### src/rtl/object_buffer_pkg.sv
// Shared definitions for the fetch / object buffer / serializer pipeline.
// Holds the decoded table-entry record and the protobuf wire-type codes.
package pb_pkg;

    localparam int unsigned TABLE_ENTRY_W = 128;

    typedef enum logic [2:0] {
        WT_VARINT = 3'd0,
        WT_I64    = 3'd1,
        WT_LEN    = 3'd2,
        WT_SGROUP = 3'd3,
        WT_EGROUP = 3'd4,
        WT_I32    = 3'd5
    } wire_type_e;

    typedef struct packed {
        logic [28:0] field_id;
        logic [2:0]  wire_type;
        logic [31:0] field_offset;
        logic [63:0] nested_addr;
    } TABLE_ENTRY;

endpackage

### src/rtl/object_buffer_if.sv
// Push (fetch side), pop (serializer side) and status signals of the object buffer.
// The slave modport is the buffer; master is whatever drives it.
interface object_buffer_if #(
    parameter int unsigned DEPTH = 8
);
    import pb_pkg::*;

    logic                         ob_valid;
    TABLE_ENTRY                   entry;
    logic                         ob_full;
    logic                         ob_almost_full;
    logic                         out_valid;
    TABLE_ENTRY                   out_entry;
    logic                         out_ready;
    logic                         flush;
    logic [$clog2(DEPTH+1)-1:0]   count;
    logic                         overflow;

    modport master (
        output ob_valid, entry, out_ready, flush,
        input  ob_full, ob_almost_full, out_valid, out_entry, count, overflow
    );

    modport slave (
        input  ob_valid, entry, out_ready, flush,
        output ob_full, ob_almost_full, out_valid, out_entry, count, overflow
    );

endinterface

### src/rtl/object_buffer.sv
// First-word-fall-through FIFO of TABLE_ENTRY records between fetch and serializer.
// Flags are registered from next-count; overflow is sticky until reset or flush.
module object_buffer
    import pb_pkg::*;
#(
    parameter int unsigned DEPTH    = 8,
    parameter int unsigned AF_LEVEL = 6
) (
    input  logic            clk,
    input  logic            reset,
    object_buffer_if.slave  bus
);

    localparam int unsigned PW = $clog2(DEPTH);
    localparam int unsigned CW = $clog2(DEPTH + 1);

    logic [PW-1:0] wr_ptr_q, wr_ptr_d;
    logic [PW-1:0] rd_ptr_q, rd_ptr_d;
    logic [CW-1:0] count_q, count_d;
    logic          ob_full_q, ob_full_d;
    logic          ob_af_q, ob_af_d;
    logic          overflow_q, overflow_d;
    TABLE_ENTRY    mem_q [DEPTH];
    TABLE_ENTRY    mem_d [DEPTH];

    logic out_valid;
    logic push;
    logic pop;

    assign out_valid = (count_q != '0);
    // Acceptance uses the registered full flag, so a pop from full never frees a slot same-cycle.
    assign push = bus.ob_valid && !ob_full_q && !bus.flush;
    assign pop  = out_valid && bus.out_ready && !bus.flush;

    always_comb begin
        wr_ptr_d   = wr_ptr_q;
        rd_ptr_d   = rd_ptr_q;
        count_d    = count_q;
        overflow_d = overflow_q;
        if (bus.flush) begin
            wr_ptr_d   = '0;
            rd_ptr_d   = '0;
            count_d    = '0;
            overflow_d = 1'b0;
        end else begin
            if (push) wr_ptr_d = wr_ptr_q + PW'(1);
            if (pop)  rd_ptr_d = rd_ptr_q + PW'(1);
            case ({push, pop})
                2'b10:   count_d = count_q + CW'(1);
                2'b01:   count_d = count_q - CW'(1);
                default: count_d = count_q;
            endcase
            if (bus.ob_valid && ob_full_q) overflow_d = 1'b1;
        end
        ob_full_d = (count_d == CW'(DEPTH));
        ob_af_d   = (count_d >= CW'(AF_LEVEL));
    end

    always_ff @(posedge clk or negedge reset) begin
        if (!reset) begin
            wr_ptr_q   <= '0;
            rd_ptr_q   <= '0;
            count_q    <= '0;
            ob_full_q  <= 1'b0;
            ob_af_q    <= 1'b0;
            overflow_q <= 1'b0;
        end else begin
            wr_ptr_q   <= wr_ptr_d;
            rd_ptr_q   <= rd_ptr_d;
            count_q    <= count_d;
            ob_full_q  <= ob_full_d;
            ob_af_q    <= ob_af_d;
            overflow_q <= overflow_d;
        end
    end

    always_comb begin
        mem_d = mem_q;
        if (push) mem_d[wr_ptr_q] = bus.entry;
    end

    // Storage contents are don't-care after reset, so the array carries no reset.
    always_ff @(posedge clk) begin
        mem_q <= mem_d;
    end

    assign bus.ob_full        = ob_full_q;
    assign bus.ob_almost_full = ob_af_q;
    assign bus.out_valid      = out_valid;
    assign bus.out_entry      = mem_q[rd_ptr_q];
    assign bus.count          = count_q;
    assign bus.overflow       = overflow_q;

endmodule
### src/flat_wrapper.sv
// flat-port wrapper written by rule: the top's interface ports become plain ports
module object_buffer_flat import pb_pkg::*;
#(
    parameter int unsigned DEPTH    = 8,
    parameter int unsigned AF_LEVEL = 6
)
  (clk, reset, bus_ob_valid, bus_entry, bus_out_ready, bus_flush, bus_ob_full, bus_ob_almost_full, bus_out_valid, bus_out_entry, bus_count, bus_overflow);
  object_buffer_if #(.DEPTH(DEPTH)) bus_i ();
  input  logic clk;
  input  logic reset;
  input wire logic [$bits(bus_i.ob_valid)-1:0] bus_ob_valid;
  input wire logic [$bits(bus_i.entry)-1:0] bus_entry;
  input wire logic [$bits(bus_i.out_ready)-1:0] bus_out_ready;
  input wire logic [$bits(bus_i.flush)-1:0] bus_flush;
  output wire logic [$bits(bus_i.ob_full)-1:0] bus_ob_full;
  output wire logic [$bits(bus_i.ob_almost_full)-1:0] bus_ob_almost_full;
  output wire logic [$bits(bus_i.out_valid)-1:0] bus_out_valid;
  output wire logic [$bits(bus_i.out_entry)-1:0] bus_out_entry;
  output wire logic [$bits(bus_i.count)-1:0] bus_count;
  output wire logic [$bits(bus_i.overflow)-1:0] bus_overflow;
  assign bus_i.ob_valid = bus_ob_valid;
  assign bus_i.entry = bus_entry;
  assign bus_i.out_ready = bus_out_ready;
  assign bus_i.flush = bus_flush;
  assign bus_ob_full = bus_i.ob_full;
  assign bus_ob_almost_full = bus_i.ob_almost_full;
  assign bus_out_valid = bus_i.out_valid;
  assign bus_out_entry = bus_i.out_entry;
  assign bus_count = bus_i.count;
  assign bus_overflow = bus_i.overflow;
  object_buffer #(.DEPTH(DEPTH), .AF_LEVEL(AF_LEVEL)) u_core (.clk(clk), .reset(reset), .bus(bus_i));
endmodule
### config.mk
export PLATFORM = sky130hd
export DESIGN_NAME = object_buffer_flat
export DESIGN_NICKNAME = d
export VERILOG_FILES = /design/src/rtl/object_buffer_pkg.sv /design/src/rtl/object_buffer_if.sv /design/src/rtl/object_buffer.sv /design/src/flat_wrapper.sv
export SDC_FILE = /design/constraint.sdc
export NUM_CORES = 1
export LEC_CHECK = 0
export ABC_CLOCK_PERIOD_IN_PS = 10800
export CAP_MARGIN = 20
export CORE_ASPECT_RATIO = 0.8
export CORE_MARGIN = 2
export CORE_UTILIZATION = 53
export CTS_CLUSTER_DIAMETER = 50
export DETAILED_ROUTE_END_ITERATION = 7
export GPL_TIMING_DRIVEN = 0
export PLACE_DENSITY = 0.84
export RECOVER_POWER = 100
export SLEW_MARGIN = 40
export SYNTH_ARGS = -nofsm -noshare
export SYNTH_HDL_FRONTEND = slang
export SYNTH_SLANG_ARGS = --single-unit
### constraint.sdc
create_clock -name clk -period 10.8 [get_ports clk]
set_input_delay 2.7 -clock clk [delete_from_list [all_inputs] [get_ports clk]]
set_output_delay 2.7 -clock clk [all_outputs]
set_load 0.01 [all_outputs]
==> results of run 1 <==
[worst reg2reg max path, cell delays in order, from the launching register on]
cell      delay [ns]
dfrtp_1         0.41
nand2b_1        0.16
or3_1           0.37
nor2_1          0.37
clkbuf_1        0.74
clkbuf_1        0.87
clkbuf_1        0.83
clkbuf_1        0.67
clkbuf_1        1.00
[logic make-up after synthesis]
kind of cell | count (synthesis)
AOI/OAI and AO/OA | 11
xor gates and xnor gates | 9
adders and majority gates | 5
buffers and inverters | 78
DFF | 1037
muxes | 387
and+or+nand+nor | 40
[worst paths after layout]
| kind | start | to | slack [ns] | cells after the start |
|---|---|---|---|---|
| min in group asynchronous | reset | u_core.bus.count[2] | 2.48 | 1 |
| min reg2reg | u_core.bus.overflow | u_core.bus.overflow | 0.50 | 2 |
| min | u_core.bus.overflow | u_core.bus.overflow | 0.50 | 2 |
| max reg2reg | u_core.bus.ob_full | u_core.mem_q[729] | 4.99 | 8 |
| max in group asynchronous | reset | u_core.wr_ptr_q[2] | 7.94 | 1 |
| max | bus_flush | u_core.mem_q[729] | 2.82 | 8 |
[layer usage]
layer	global-route usage [%]	vias to the layer above	wire length, um
li1	-	7677	-
met1	30.01	9848	33340
met2	38.69	723	43770
met3	5.836	158	6434
met4	5.552	26	1820
met5	0	-	155
[state kept, by name, indices dropped and copies added (netlist names)]
register                   cells
u_core.rd_ptr_q                3
u_core.wr_ptr_q                3
u_core.bus.ob_full             1
u_core.bus.count               4
u_core.mem_q                1024
u_core.bus.ob_almost_full      1
u_core.bus.overflow            1
[layout by cell type, fill, tap and decap left out, types with 5 or more instances in the layout]
cell type        instances
nor2_1                  19
clkinv_1                15
buf_2                    6
bufinv_16                9
xor2_1                   6
clkbuf_1               146
clkinv_2                19
inv_6                    5
clkdlybuf4s50_1         16
dfrtp_1                 13
diode_2                  8
buf_1                    6
dlygate4sd3_1          252
nand2_1                  7
edfxtp_1              1024
clkinvlp_4               6
mux2_2                 128
buf_6                   26
ha_1                     5
mux4_2                 256
clkbuf_16              104
[power by group through the flow]
stage | clock, mW | combinational [mW] | sequential [mW]
3_3_place_gp | 0 | 0.932 | 4.61
5_1_grt | 3.65 | 0.980 | 4.51
3_5_place_dp | 0 | 0.979 | 4.59
4_1_cts | 3.51 | 0.988 | 4.50
2_1_floorplan | 0 | 0.553 | 4.59
6_report | 3.45 | 0.913 | 4.50
[per-stage QoR]
step / utilization [%] / setup slack (ns) / TNS (ns) / area (um2)
global route: 63.60 / 2.533 / 0 / 46750
CTS: 65.41 / 4.478 / 0 / 48070
detailed placement: 60.95 / 4.955 / 0 / 44800
floorplan: - / 1.653 / 0 / 39230
global placement: 58.66 / -4.552 / -4211.52 / 43110
finish: 63.62 / 2.823 / 0 / 46760
[final cells by class]
type	instances	area (um2)
clock inverter	60	584.3
clock buffer	124	2688
multi-input combinational	452	7647
sequential	1037	31070
timing repair buffer	360	3052
inverter	2	7.507
fill	4688	26740
antenna	8	20.02
buffer	76	490.5
tap	955	1195
==> impl_results.md, run 1 <==
- Seq pwr share: between 50 and 60%
- Switching part of the total: between 20% and 30%
- Worst slew pin tran: 1.480 ns
- Final std cells w/o fill: 3074
- FFs w/ async S/R, synth: between 1 and 1.5%
- Compound-Gate Fraction of Synth Area: less than 1%
- GRT overflow: 0
- Synth Flop Type: edfxtp_1
- Die W: 308.1 um
- Port bufs: 268
- Via-to-Cell Ratio: between 5 and 6
- DRC: 0
- Routed len/inst: between 20 and 30 um
- Num CTS Buffers: 100
- Die height: about 250 um
- Post-route ant nets: 0
- Fin. Hold Viols: 0
- Post-synthesis mux area share: between 10% and 20%
- Simple-Gate Fraction of Synth Area: less than 1%
- First-pass GRT wire length: between 100000 and 150000 um
- CP Buf/Inv Count: 6
- P_int: slightly below 7 mW
- Final period utilization: 73.86%
- Gate power share: 10.3%
- Setup violators final: 0
- CP max-delay cell: clkbuf_1
- Max IR drop VDD: between 100 and 150 uV
- Final wirelength: 85530 um
- Synth area leader: edfxtp_1
- # hold bufs at CTS: 0
- Clk sinks: 1037
- Post-Syn Instances: around 1.6k
- Seq/Total Area, Yosys: 79.23%
- Clk_skew: about 0.018 ns
- Startpoint types: input pin
- Post-cts resize count: 0
- Clock share of power: 38.9%
- Most frequent cell after synthesis: edfxtp_1
- Largest family of logic cells by synthesized area: multiplexers
- Failing checks: capacitance limit
- Die footprint: between 70000 and 80000 um2
- Post-CTS setup buffer count: 0
- DR vias: 18.43k
- Final nets: 2167
- Clk pin slew, worst setup/hold paths: 0.06 ns
- Clock tree from TritonCTS: built
- Status: finished with violations
- Number of global-route vias before repair: 19.34k
- Synthesis warning total: 0
- H-tree levels: 3
- Cell mode on critical path: clkbuf_1
- Initial core utilization: around 53%
- Max Freq: 125.4 MHz
- Power Total: slightly below 9 mW
- Placed cell count: about 2.9k
- Layout cell share with drive strength beyond 1: 27.00%
- Cells along the critical path: dlygate4sd3_1, or3_1, nor2_1, clkbuf_1, clkbuf_1, clkbuf_1, clkbuf_1, clkbuf_1
- Largest cells by area after synthesis: edfxtp_1 (78%), mux4_2 (15%), mux2_2 (3.7%), dfrtp_1 (0.83%), buf_6 (0.75%)
- Rows: approximately 90
- Max Slew Vio Count: 0
- Sw power: between 1.5 and 2 mW
- RSZ-0062 raised after global routing: no
- DP HPWL: 54680 um
- Worst EP arrival: slightly above 8 ns
- Worst-skew pair later-pin latency: 0.67 ns
- Setup CP Type: input pin to flip-flop
- Core region area: 73500 um2
- Clock root buffer: clkbuf_16
- Leakage power: around 15 nW
- Initial DRC count: between 1.5k and 2k
- Crit. End Element: flip-flop
- Post-Synth XOR/XNOR Area: 0.2010%
- Gpl congestion: approximately 0.75
- Largest net degree at the start of global routing: 17
- Mapped Avg Cell Area: roughly 25 um2
- Synth top cells by count: edfxtp_1 (1024), mux4_2 (256), mux2_2 (128)
- Top fanout value on the critical path: 15
- Initial antenna violation count: 23
- Slew margin rel.: less than 1%
- Gr usage total: between 20% and 30%
- Post-synth EDFFs: roughly 1.0k
- Syn_nets: ~1.7k
- Post-synthesis adder-cell area fraction: less than 1%
- Min-delay worst type: flip-flop to flip-flop
- #FFs+latches synth: between 1k and 1.5k
- I/O Pins: around 270
- Synth top area share: 78.40%
- Max-Cap Viols: 1
- P&R area growth vs syn: 19.22%
- Delay-heaviest family, CP: buffers and inverters
- Post-Syn Area: a little under 40000 um2
- Max incr delay on CP: between 0.9 and 1 ns
- Distinct cells, synth: 32
- Worst EP required: between 10 and 15 ns
- Min Tclk post-route: 7.977 ns
- Power per cell area: roughly 190 nW/um2
- Fin Hold WS: roughly 0.5 ns
- CTS Buffer Depth: 3
- Detailed Routing Iterations Pass 1: 5
No activity file was read; power rests on OpenSTA's default activity.
==> inputs of run 2 (changes only) <==
- ABC_CLOCK_PERIOD_IN_PS: 10800 -> 7100
- clock period: 10.8 -> 7.1 ns (I/O delays scaled with it)
==> run 2 against run 1 <==
The flow still finishes with violations (capacitance limit). Largest cell class unchanged. Utilization rose by 0.37 points. Die area did not move. Clock skew barely moved. Via count fell by 0.27%. Sequential power rose by 52%.
==> impl_results.md, run 2 (synthesized netlist as in run 1, its figures left out) <==
- Status: finished with violations
- Failing checks: capacitance limit
- Post-cts resize count: 0 (unchanged)
- Clk_skew: 0.01849 ns (+0.0004523 ns)
- Most frequent cells in the layout: edfxtp_1 (1024), mux4_2 (256), dlygate4sd3_1 (252), mux2_2 (128), clkbuf_1 (126)
- Die footprint: 76210 um2 (unchanged)
- Initial DRC count: 1793 (+5.9%)
- Rows: 89 (unchanged)
- Setup violators final: 0 (unchanged)
- Slew margin rel.: 1.255% (+0.31 points)
- Crit. Startpoint: u_core.rd_ptr_q[1]
- DP HPWL: 54680 um (unchanged)
- Met3 usage in global routing: 5.836% (unchanged)
- Core Util, Final: 63.99% (+0.37 points)
- R2R depth: 6 (-2)
- Detailed Routing Iterations Pass 1: 5 (unchanged)
- First-pass GRT wire length: 126200 um (unchanged)
- CP max-delay cell: clkbuf_1
- RR Startpoint: u_core.bus.ob_full
- Die height: 247.3 um (unchanged)
- R2r endpoint: u_core.mem_q[207]
- GR peak layer: met2
- Worst setup margin: 1.085 ns (-1.738 ns)
- Max Freq: around 170 MHz
- DR vias: 18.38k (-0.27%)
- CTS Buffer Depth: 3 (unchanged)
- Commonest non-fill, non-tap cell in the layout: edfxtp_1
- Number of global-route vias before repair: 19.34k (unchanged)
- Routed len/inst: 27.84 um (about the same)
- Worst EP required: 5.33 ns (-5.73 ns)
- Core region area: 73500 um2 (unchanged)
- Max Slew Vio Count: 0 (unchanged)
- Gr usage total: 22.84% (unchanged)
- Num CTS Buffers: 100 (unchanged)
- Setup CP Type: flip-flop to output pin
- Leakage power: 14.65 nW (+0.93%)
- # hold bufs at CTS: 0 (unchanged)
- Largest net degree at the start of global routing: 17 (unchanged)
- Min-delay worst type: flip-flop to flip-flop
- Startpoint types: flip-flop
- Clk pin slew, worst setup/hold paths: 0.06 ns (about the same)
- Cells along the critical path: buf_2, clkbuf_1, clkbuf_1, mux4_2, mux2_2, dlygate4sd3_1
- Power per cell area: 287.1 nW/um2 (+51%)
- Clock root buffer: clkbuf_16
- Worst EP arrival: 4.24 ns (-4.00 ns)
- Final period utilization: a little over four fifths
- Pre-CTS setup slack: 2.180 ns (-2.775 ns)
- Gpl congestion: 0.7518 (unchanged)
- Clk sinks: 1037 (unchanged)
- Initial core utilization: 53.37% (unchanged)
- Top fanout value on the critical path: 10 (-5)
- Final nets: 2167 (unchanged)
- Max IR drop VDD: 223.1 uV (+52%)
- End of the critical path: bus_out_entry[106]
- Met1 usage: 30.01% (unchanged)
- Worst slew pin tran: 1.476 ns (-0.004653 ns)
- Die W: 308.1 um (unchanged)
- Cell mode on critical path: clkbuf_1
- Layout cell share with drive strength beyond 1: 27.95% (+0.95 points)
- Crit. End Element: output pin
- I/O Pins: 269 (unchanged)
- Worst-skew pair later-pin latency: 0.67 ns (about the same)
- Clock tree from TritonCTS: built
- Largest register FFs: 1024 (unchanged)
- Max-Cap Viols: 1 (unchanged)
- Post-CTS setup buffer count: 0 (unchanged)
- Most flop-heavy register: u_core.mem_q
- Via-to-Cell Ratio: 5.976 (-0.33%)
- Met2 usage: 38.69% (unchanged)
- DRC: 0 (unchanged)
- P&R area growth vs syn: 19.91%
- GRT overflow: 0 (unchanged)
- Reg2reg setup slack: 2.35 ns (-2.64 ns)
- Max incr delay on CP: 1.02 ns (+0.03 ns)
- Final wirelength: 85640 um (+0.13%)
- Port bufs: 268 (unchanged)
- RSZ-0062 raised after global routing: no
- Fin. Hold Viols: 0 (unchanged)
- Initial antenna violation count: 23 (unchanged)
- H-tree levels: 3 (unchanged)
- Min Tclk post-route: ~6.0 ns
- Post-route ant nets: 0 (unchanged)
-- run 2: layer usage --
layer	vias up	wire (um)
li1	7689	-
met1	9818	33340
met2	697	43990
met3	153	6388
met4	26	1758
met5	-	161
-- run 2: metrics by stage --
stage | instances | cell area, um2 | TNS [ns] | hold slack (ns) | total power [mW]
floorplan | 1567 | 39230 | -996.92 | 0.5264 | 7.831
global placement | 2790 | 43110 | -7053.12 | 0.5010 | 8.423
detailed placement | 2882 | 44800 | 0 | 0.4984 | 8.470
CTS | 3066 | 48070 | 0 | 0.5129 | 13.69
global route | 3069 | 47010 | 0 | 0.5444 | 13.91
finish | 3076 | 47030 | 0 | 0.5052 | 13.50
-- run 2: critical path: cells and delay by family (launching register included) --
kind | cells | cell delay (ns)
buffers and inverters | 4 | 2.46
muxes | 2 | 0.73
DFF | 1 | 0.38
-- run 2: layout make-up --
| type | instances | area [um2] |
|---|---|---|
| diodes | 10 | 25.02 |
| multi-input cells | 452 | 7647 |
| well taps | 955 | 1195 |
| flip-flops and latches | 1037 | 31070 |
| repair buffers | 360 | 3317 |
| clock inverters | 60 | 584.3 |
| inverters | 2 | 7.507 |
| plain buffers | 76 | 490.5 |
| clock buffers | 124 | 2688 |
| fillers | 4647 | 26470 |
-- run 2: how the worst min path moves through the flow --
| stage | start | to | slack (ns) | cells past startpoint |
|---|---|---|---|---|
| after floorplan | u_core.bus.overflow | u_core.bus.overflow | 0.53 | 2 |
| after global placement | u_core.bus.overflow | u_core.bus.overflow | 0.50 | 2 |
| after detailed placement | u_core.bus.overflow | u_core.bus.overflow | 0.50 | 2 |
| after CTS | u_core.bus.overflow | u_core.bus.overflow | 0.51 | 2 |
| after global routing | u_core.bus.overflow | u_core.bus.overflow | 0.54 | 2 |
| final | u_core.bus.overflow | u_core.bus.overflow | 0.51 | 2 |
-- run 2: report_power, final --
group | switching [mW] | leakage, nW | internal [mW]
clock | 2.23 | 1.59 | 3.03
sequential | 0.0274 | 9.43 | 6.82
combinational | 0.660 | 3.62 | 0.736
